===== config.mk =====
export PLATFORM = sky130hd
export DESIGN_NAME = gemm_tile_sequencer
export DESIGN_NICKNAME = d
export VERILOG_FILES = /design/src/rtl/gemm_tile_sequencer.sv
export SDC_FILE = /design/constraint.sdc
export NUM_CORES = 1
export LEC_CHECK = 0
export ABC_CLOCK_PERIOD_IN_PS = 6400
export BUFFER_PORTS_ARGS = -buffer_cell sky130_fd_sc_hd__buf_2
export CORE_UTILIZATION = 55
export CTS_BUF_LIST = sky130_fd_sc_hd__clkbuf_4 sky130_fd_sc_hd__clkbuf_8
export CTS_CLUSTER_SIZE = 16
export DETAILED_ROUTE_END_ITERATION = 10
export MAX_ROUTING_LAYER = met4
export PLACE_DENSITY = 0.83
export SLEW_MARGIN = 20
export SYNTH_ARGS = -nofsm -noshare
export SYNTH_HDL_FRONTEND = slang
export SYNTH_SLANG_ARGS = --single-unit

===== constraint.sdc =====
create_clock -name clk -period 6.4 [get_ports clk]
set_input_delay 0 -clock clk [delete_from_list [all_inputs] [get_ports clk]]
set_output_delay 0 -clock clk [all_outputs]
set_load 0.02 [all_outputs]

===== src/rtl/gemm_tile_sequencer.sv =====
// =============================================================================
// Module   : gemm_tile_sequencer
// Brief    : Queues host GEMM commands and splits them into W x W tile commands,
//            chaining K-partial sums through buffer D. Optional macro
//            GEMM_TILE_PERF_CNT_EN adds perf_tiles / perf_stall counters.
// Revision : 1.0 - initial release
// =============================================================================
`default_nettype none

module gemm_tile_sequencer #(
   parameter int ADDR_WIDTH           = 10,
   parameter int SYSTOLIC_ARRAY_WIDTH = 16,
   parameter int LEN_WIDTH            = 12,
   parameter int QUEUE_DEPTH          = 4
) (
   input  logic                                    clk,
   input  logic                                    rst,
   input  logic                                    host_cmd_valid,
   output logic                                    host_cmd_ready,
   input  logic [4*ADDR_WIDTH+3*LEN_WIDTH-1:0]     host_cmd_data,
   output logic                                    tile_cmd_valid,
   input  logic                                    tile_cmd_ready,
   output logic [4*ADDR_WIDTH+23:0]                tile_cmd_data,
   input  logic                                    tile_done,
   output logic                                    busy,
   output logic                                    cmd_done,
   output logic                                    cmd_err,
`ifdef GEMM_TILE_PERF_CNT_EN
   output logic [$clog2(QUEUE_DEPTH+1)-1:0]        queue_level,
   output logic [31:0]                             perf_tiles,
   output logic [31:0]                             perf_stall
`else
   output logic [$clog2(QUEUE_DEPTH+1)-1:0]        queue_level
`endif
);

   localparam int c_CMD_W = 4*ADDR_WIDTH + 3*LEN_WIDTH;
   localparam int c_LVL_W = $clog2(QUEUE_DEPTH+1);
   localparam int c_PTR_W = (QUEUE_DEPTH > 1) ? $clog2(QUEUE_DEPTH) : 1;
   localparam logic [ADDR_WIDTH-1:0] c_W_A  = ADDR_WIDTH'(SYSTOLIC_ARRAY_WIDTH);
   localparam logic [LEN_WIDTH-1:0]  c_W_LW = LEN_WIDTH'(SYSTOLIC_ARRAY_WIDTH);
   localparam logic [LEN_WIDTH:0]    c_W_X  = (LEN_WIDTH+1)'(SYSTOLIC_ARRAY_WIDTH);
   localparam logic [LEN_WIDTH:0]    c_W_M1 = (LEN_WIDTH+1)'(SYSTOLIC_ARRAY_WIDTH-1);
   localparam logic [7:0]            c_W_8  = 8'(SYSTOLIC_ARRAY_WIDTH);
   localparam logic [c_LVL_W-1:0]    c_QD   = c_LVL_W'(QUEUE_DEPTH);

   typedef enum logic [2:0] {
      S_IDLE    = 3'd0,
      S_LOAD    = 3'd1,
      S_ISSUE   = 3'd2,
      S_WAIT    = 3'd3,
      S_ADVANCE = 3'd4,
      S_FINISH  = 3'd5
   } state_t;

   function automatic logic [LEN_WIDTH-1:0] f_tiles(input logic [LEN_WIDTH-1:0] dim);
      return LEN_WIDTH'(({1'b0, dim} + c_W_M1) / c_W_X);
   endfunction

   function automatic logic [7:0] f_len(input logic [LEN_WIDTH-1:0] rem);
      return (rem >= c_W_LW) ? c_W_8 : 8'(rem);
   endfunction

   // ---------------------------------------------------------------- FIFO
   logic [c_CMD_W-1:0]  mem_q [QUEUE_DEPTH];
   logic [c_PTR_W-1:0]  wr_ptr_q, rd_ptr_q;
   logic [c_LVL_W-1:0]  level_q, level_d;
   logic                ready_q;
   logic                w_push, w_pop;
   logic [c_CMD_W-1:0]  w_head;

   state_t state_q, state_d;

   assign w_push = host_cmd_valid && ready_q;
   assign w_pop  = (state_q == S_IDLE) && (level_q != '0);
   assign w_head = mem_q[rd_ptr_q];

   always_comb begin
      level_d = level_q;
      if (w_push && !w_pop) begin
         level_d = level_q + 1'b1;
      end else if (!w_push && w_pop) begin
         level_d = level_q - 1'b1;
      end
   end

   always_ff @(posedge clk) begin
      if (w_push) begin
         mem_q[wr_ptr_q] <= host_cmd_data;
      end
   end

   always_ff @(posedge clk) begin
      if (!rst) begin
         wr_ptr_q <= '0;
         rd_ptr_q <= '0;
         level_q  <= '0;
         ready_q  <= 1'b1;
      end else begin
         if (w_push) wr_ptr_q <= wr_ptr_q + 1'b1;
         if (w_pop)  rd_ptr_q <= rd_ptr_q + 1'b1;
         level_q <= level_d;
         ready_q <= (level_d < c_QD);
      end
   end

   // ------------------------------------------------------ command state
   logic [c_CMD_W-1:0]    cmd_q, cmd_d;
   logic                  err_q, err_d;
   logic [LEN_WIDTH-1:0]  mt_q, mt_d, kt_q, kt_d, nt_q, nt_d;
   logic [LEN_WIDTH-1:0]  mi_q, mi_d, ni_q, ni_d, ki_q, ki_d;
   logic [LEN_WIDTH-1:0]  rem_m_q, rem_m_d, rem_n_q, rem_n_d, rem_k_q, rem_k_d;
   logic [ADDR_WIDTH-1:0] ntw_q, ntw_d;
   logic [ADDR_WIDTH-1:0] a_q, a_d, a_row_q, a_row_d, b_q, b_d, b_col_q, b_col_d;
   logic [ADDR_WIDTH-1:0] c_q, c_d, d_q, d_d;

   logic [LEN_WIDTH-1:0]  w_dim_m, w_dim_k, w_dim_n, w_mt, w_kt, w_nt;
   logic [ADDR_WIDTH-1:0] w_addr_a, w_addr_b, w_addr_c, w_addr_d, w_ntw;
   logic                  w_zero_dim, w_last_m, w_last_n, w_last_k;

   assign w_dim_m  = cmd_q[0 +: LEN_WIDTH];
   assign w_dim_k  = cmd_q[LEN_WIDTH +: LEN_WIDTH];
   assign w_dim_n  = cmd_q[2*LEN_WIDTH +: LEN_WIDTH];
   assign w_addr_a = cmd_q[3*LEN_WIDTH +: ADDR_WIDTH];
   assign w_addr_b = cmd_q[3*LEN_WIDTH+ADDR_WIDTH +: ADDR_WIDTH];
   assign w_addr_c = cmd_q[3*LEN_WIDTH+2*ADDR_WIDTH +: ADDR_WIDTH];
   assign w_addr_d = cmd_q[3*LEN_WIDTH+3*ADDR_WIDTH +: ADDR_WIDTH];

   assign w_mt       = f_tiles(w_dim_m);
   assign w_kt       = f_tiles(w_dim_k);
   assign w_nt       = f_tiles(w_dim_n);
   assign w_ntw      = ADDR_WIDTH'({9'd0, w_nt} * (LEN_WIDTH+9)'(SYSTOLIC_ARRAY_WIDTH));
   assign w_zero_dim = (w_dim_m == '0) || (w_dim_k == '0) || (w_dim_n == '0);

   assign w_last_m = (mi_q == mt_q - 1'b1);
   assign w_last_n = (ni_q == nt_q - 1'b1);
   assign w_last_k = (ki_q == kt_q - 1'b1);

   always_comb begin
      state_d = state_q;
      cmd_d   = cmd_q;
      err_d   = err_q;
      mt_d    = mt_q;
      kt_d    = kt_q;
      nt_d    = nt_q;
      ntw_d   = ntw_q;
      mi_d    = mi_q;
      ni_d    = ni_q;
      ki_d    = ki_q;
      rem_m_d = rem_m_q;
      rem_n_d = rem_n_q;
      rem_k_d = rem_k_q;
      a_d     = a_q;
      a_row_d = a_row_q;
      b_d     = b_q;
      b_col_d = b_col_q;
      c_d     = c_q;
      d_d     = d_q;
      case (state_q)
         S_IDLE: begin
            if (w_pop) begin
               cmd_d   = w_head;
               state_d = S_LOAD;
            end
         end
         S_LOAD: begin
            mt_d    = w_mt;
            kt_d    = w_kt;
            nt_d    = w_nt;
            ntw_d   = w_ntw;
            mi_d    = '0;
            ni_d    = '0;
            ki_d    = '0;
            rem_m_d = w_dim_m;
            rem_n_d = w_dim_n;
            rem_k_d = w_dim_k;
            a_d     = w_addr_a;
            a_row_d = w_addr_a;
            b_d     = w_addr_b;
            b_col_d = w_addr_b;
            c_d     = w_addr_c;
            d_d     = w_addr_d;
            err_d   = w_zero_dim;
            state_d = w_zero_dim ? S_FINISH : S_ISSUE;
         end
         S_ISSUE: begin
            if (tile_cmd_ready) state_d = S_WAIT;
         end
         S_WAIT: begin
            if (tile_done) state_d = S_ADVANCE;
         end
         S_ADVANCE: begin
            state_d = S_ISSUE;
            if (w_last_k && w_last_n && w_last_m) begin
               state_d = S_FINISH;
            end else if (!w_last_k) begin
               ki_d    = ki_q + 1'b1;
               rem_k_d = rem_k_q - c_W_LW;
               a_d     = a_q + c_W_A;
               b_d     = b_q + ntw_q;
            end else begin
               // New output tile: D/C step by one tile; A returns to the row
               // start, or moves past the row when M advances.
               ki_d    = '0;
               rem_k_d = w_dim_k;
               d_d     = d_q + c_W_A;
               c_d     = c_q + c_W_A;
               if (!w_last_n) begin
                  ni_d    = ni_q + 1'b1;
                  rem_n_d = rem_n_q - c_W_LW;
                  a_d     = a_row_q;
                  b_col_d = b_col_q + c_W_A;
                  b_d     = b_col_q + c_W_A;
               end else begin
                  ni_d    = '0;
                  mi_d    = mi_q + 1'b1;
                  rem_n_d = w_dim_n;
                  rem_m_d = rem_m_q - c_W_LW;
                  a_d     = a_q + c_W_A;
                  a_row_d = a_q + c_W_A;
                  b_d     = w_addr_b;
                  b_col_d = w_addr_b;
               end
            end
         end
         S_FINISH: begin
            state_d = S_IDLE;
         end
         default: begin
            state_d = S_IDLE;
         end
      endcase
   end

   always_ff @(posedge clk) begin
      if (!rst) begin
         state_q <= S_IDLE;
         cmd_q   <= '0;
         err_q   <= 1'b0;
         mt_q    <= '0;
         kt_q    <= '0;
         nt_q    <= '0;
         ntw_q   <= '0;
         mi_q    <= '0;
         ni_q    <= '0;
         ki_q    <= '0;
         rem_m_q <= '0;
         rem_n_q <= '0;
         rem_k_q <= '0;
         a_q     <= '0;
         a_row_q <= '0;
         b_q     <= '0;
         b_col_q <= '0;
         c_q     <= '0;
         d_q     <= '0;
      end else begin
         state_q <= state_d;
         cmd_q   <= cmd_d;
         err_q   <= err_d;
         mt_q    <= mt_d;
         kt_q    <= kt_d;
         nt_q    <= nt_d;
         ntw_q   <= ntw_d;
         mi_q    <= mi_d;
         ni_q    <= ni_d;
         ki_q    <= ki_d;
         rem_m_q <= rem_m_d;
         rem_n_q <= rem_n_d;
         rem_k_q <= rem_k_d;
         a_q     <= a_d;
         a_row_q <= a_row_d;
         b_q     <= b_d;
         b_col_q <= b_col_d;
         c_q     <= c_d;
         d_q     <= d_d;
      end
   end

   // The first K step reads the C bias; later steps accumulate onto D.
   assign tile_cmd_data  = {d_q, (ki_q == '0) ? c_q : d_q, b_q, a_q,
                            f_len(rem_n_q), f_len(rem_k_q), f_len(rem_m_q)};
   assign tile_cmd_valid = (state_q == S_ISSUE);
   assign cmd_done       = (state_q == S_FINISH);
   assign cmd_err        = (state_q == S_FINISH) && err_q;
   assign busy           = (state_q != S_IDLE) || (level_q != '0);
   assign host_cmd_ready = ready_q;
   assign queue_level    = level_q;

`ifdef GEMM_TILE_PERF_CNT_EN
   logic [31:0] perf_tiles_q, perf_stall_q;

   always_ff @(posedge clk) begin
      if (!rst) begin
         perf_tiles_q <= '0;
         perf_stall_q <= '0;
      end else begin
         if ((state_q == S_ISSUE) && tile_cmd_ready && (perf_tiles_q != '1)) begin
            perf_tiles_q <= perf_tiles_q + 1'b1;
         end
         if ((state_q == S_ISSUE) && !tile_cmd_ready && (perf_stall_q != '1)) begin
            perf_stall_q <= perf_stall_q + 1'b1;
         end
      end
   end

   assign perf_tiles = perf_tiles_q;
   assign perf_stall = perf_stall_q;
`endif

endmodule

`default_nettype wire


==> flow_summary.ini <==
[synth]
seq_area_frac_synth = 0.591
async_flop_share = 0
ys_warn_count = 0
yosys.area_share.adder = 0.0171
synth_compound_area_frac = 0.109
synth_area_leaders = edfxtp_1 38%, dfxtp_1 21%, mux4_2 7.2%
synth_area_um2 = 23800
yosys_register_bits = 551
syn_avg_cell_area_um2 = 11.7
synth_cell_types = 75
synth_xor_area_frac = 0.0250
syn_inst = 2031
synth_ff_type = edfxtp_1
yosys.area_share.simple = 0.133
yosysMostFrequentCell = edfxtp_1
synth_top_area_frac = 0.383
synth_top_family_by_area = simple AND/OR/NAND/NOR gates
synthMuxAreaShare = 0.0950
synth_edf_count = 304
synthTopCellsByCount = 304 x edfxtp_1, 297 x nand2_1, 247 x dfxtp_1
yosys.area.top_type = edfxtp_1

[floorplanning]
core-area_um2 = 42300
dieArea_um2 = 44100
ios = 153
start_util = 0.563
die_h_um = 210
num_rows = 75
die_x_um = 210

[global_route]
grt_pass1_vias = 17441
antenna_found_initial = 2
gr-total-overflow = 0
grt_usage = 0.276
grt_max_degree = 103
grt_pass1_wl_um = 92500

[placement]
placed_cells = 2648
gp_congestion = 0.901
port_buffers = 146
post-dp-hpwl_um = 37600

[timing]
tns_ns = 0
rsz0062_at_grt = no
period_share = 0.697
slew_violations = 0
fmax_mhz = 224
clock_skew_ns = 0.0314
min_period_ns = 4.46
setup_viol = 0
worst_slew_pin_slew_ns = 1.07
relSlewSlack = 0.286
hold_violations = 0

[routing]
firstDrtPassIters = 7
route.met2.wl_um = 28900
wl_per_cell_um = 20.5
post-route-drc-count = 0
drt_iter0_drc = 1589
top_layer_used = met4
dr_wl_met3_um = 4300
route.layer.met1.wl_um = 23500
drtAntennaViolNets = 0
vias = 17553
totalWireLength_um = 59300
viasPerCell = 6.08

[setup_path]
cpPeakStageDelay_ns = 0.73
critical_path_buf_inv_count = 2
crit_slowest_cell = a22oi_2
reg2reg_slack_ns = 1.94
critPathRequiredTime_ns = 6.94
start_kind = flip-flop
crit_chain = inv_1 > ha_1 > nor4b_1 > xnor2_1 > or3_4 > a2111oi_4 > or4b_1 > a22oi_2 > buf_4 > o21ai_0 > a221oi_1
worstSetupPathType = reg -> reg
rr_worst_depth = 11
reg2reg_to = rem_m_q[11]$_SDFFE_PN0P_
crit_path_end_kind = flip-flop
critPathTopFamily = compound AO/OA/AOI/OAI gates
critPathMaxFanout = 24
crit-reg2reg-launch = ntw_q[5]$_SDFFE_PN0P_
crit_arrival_ns = 5.00

[cells_and_area]
layout-drive-gt1-share = 0.196
final_nets = 2353
fillCellCount = 2989
seq_area_um2 = 14100
final_cells = 2889
multi_input_comb_area_um2 = 9100
area_growth_pct = 15.7

[power_and_ir_drop]
vdd_drop_max_mv = 0.309
p_leak_nw = 9.75
p_per_area_nw_per_um2 = 450
total_power_mw = 12.4

[cts]
clock_sinks = 551
clk_path_buf_depth = 3
cts_root_buffer = clkbuf_8
cts.clk_slew.worst_paths_ns = 0.06
cts_htree_levels = 3
clk_latency_ns = 0.65
numCtsBuffers = 85
post-cts-setup-buffers = 0
cts_tree = built

[min_path]
hold_class = in -> reg
min_path_cells = 2
min_to = mem_q[1][17]$_DFFE_PP_
hp-start = host_cmd_data[17]

[outcome]
outcome = finished, final reports clean

[job]
maxCapViolCount = 0
==> layout make-up <==
class	count	share of cell area
Clock inverter	22	0.00486
Timing Repair Buffer	250	0.0629
Inverter	46	0.00645
Sequential cell	551	0.511
Multi-Input combinational cell	1306	0.330
Antenna cell	2	0.000182
Tap cell	577	0.0262
Clock buffer	135	0.0581
==> where the power goes <==
part           internal, mW  switching, mW
clock network          1.63           1.34
logic                  1.68           2.72
registers              4.42          0.627
==> layout by cell type (no fill, tap or decap), drive strengths merged, types with 37 or more instances in the layout <==
master,synthesis,final
a211oi,37,37
a21oi,175,175
buf,31,169
clkbuf,102,135
dfxtp,247,247
dlygate4sd3,0,81
edfxtp,304,304
inv,46,47
mux2i,38,38
mux4,76,76
nand2,297,297
nand3,59,59
nor2,109,109
o21ai,46,46
xnor2,39,39
==> worst register-to-register path: cells and delay by family (launching register included) <==
kind,cells,cell delay (ns)
AO/OA/AOI/OAI,4,1.71
flip-flops,1,0.34
adder cells (fa/ha/maj),1,0.21
buffers and inverters,2,0.52
AND/OR/NAND/NOR,3,1.45
XOR/XNOR,1,0.13
==> metal layers <==
layer,GRT usage,vias up
met5,-,-
met4,0.145,0
met3,0.0375,164
met2,0.438,841
met1,0.349,8573
li1,-,7975
==> worst max path at each step <==
stage / start / to / slack (ns) / cells after the start
finish: ntw_q[5]$_SDFFE_PN0P_ / rem_m_q[11]$_SDFFE_PN0P_ / 1.94 / 11
global route: ntw_q[5]$_SDFFE_PN0P_ / rem_m_q[11]$_SDFFE_PN0P_ / 1.68 / 11
CTS: ntw_q[5]$_SDFFE_PN0P_ / rem_m_q[11]$_SDFFE_PN0P_ / 1.93 / 11
detailed placement: ntw_q[5]$_SDFFE_PN0P_ / rem_m_q[11]$_SDFFE_PN0P_ / 1.96 / 11
global placement: ntw_q[5]$_SDFFE_PN0P_ / rem_m_q[6]$_SDFFE_PN0P_ / 2.09 / 11
floorplan: kt_q[0]$_SDFFE_PN0P_ / mi_q[3]$_SDFFE_PN0P_ / 2.80 / 11
==> metrics by stage <==
step                      setup slack [ns]  utilization  cell area [µm²]  hold slack (ns)
final                                 1.94        0.651            27600           0.0976
after global routing                  1.68        0.651            27600           0.0867
after CTS                             1.93        0.650            27500           0.0514
after detailed placement              1.96        0.590            25000            0.215
after global placement                2.09        0.590            25000            0.209
after floorplan                       2.80            -            23800           0.0989
==> state kept, by name (all words and copies together) (netlist names), 12 cells and up <==
name	count
rem_n_q	12
rem_m_q	12
ki_q	12
mem_q	304
cmd_q	76
rem_k_q	12
mi_q	12
ni_q	12
==> what timing repair did <==
action,in CTS,in global routing
hold buffers,81,0
hold endpoints to repair,432,0
resized for setup,0,0
==> kinds of logic (layout without fill, tap and decap cells) <==
logic type      after synthesis  count (layout)
compound gates              398             398
xor+xnor                     68              68
fa+ha+maj                    32              32
buf+inv                     179             453
flops                       551             551
mux                         129             129
other cells                   1               8
simple gates                673             673
Note: power is estimated with default switching activity, not from simulation.
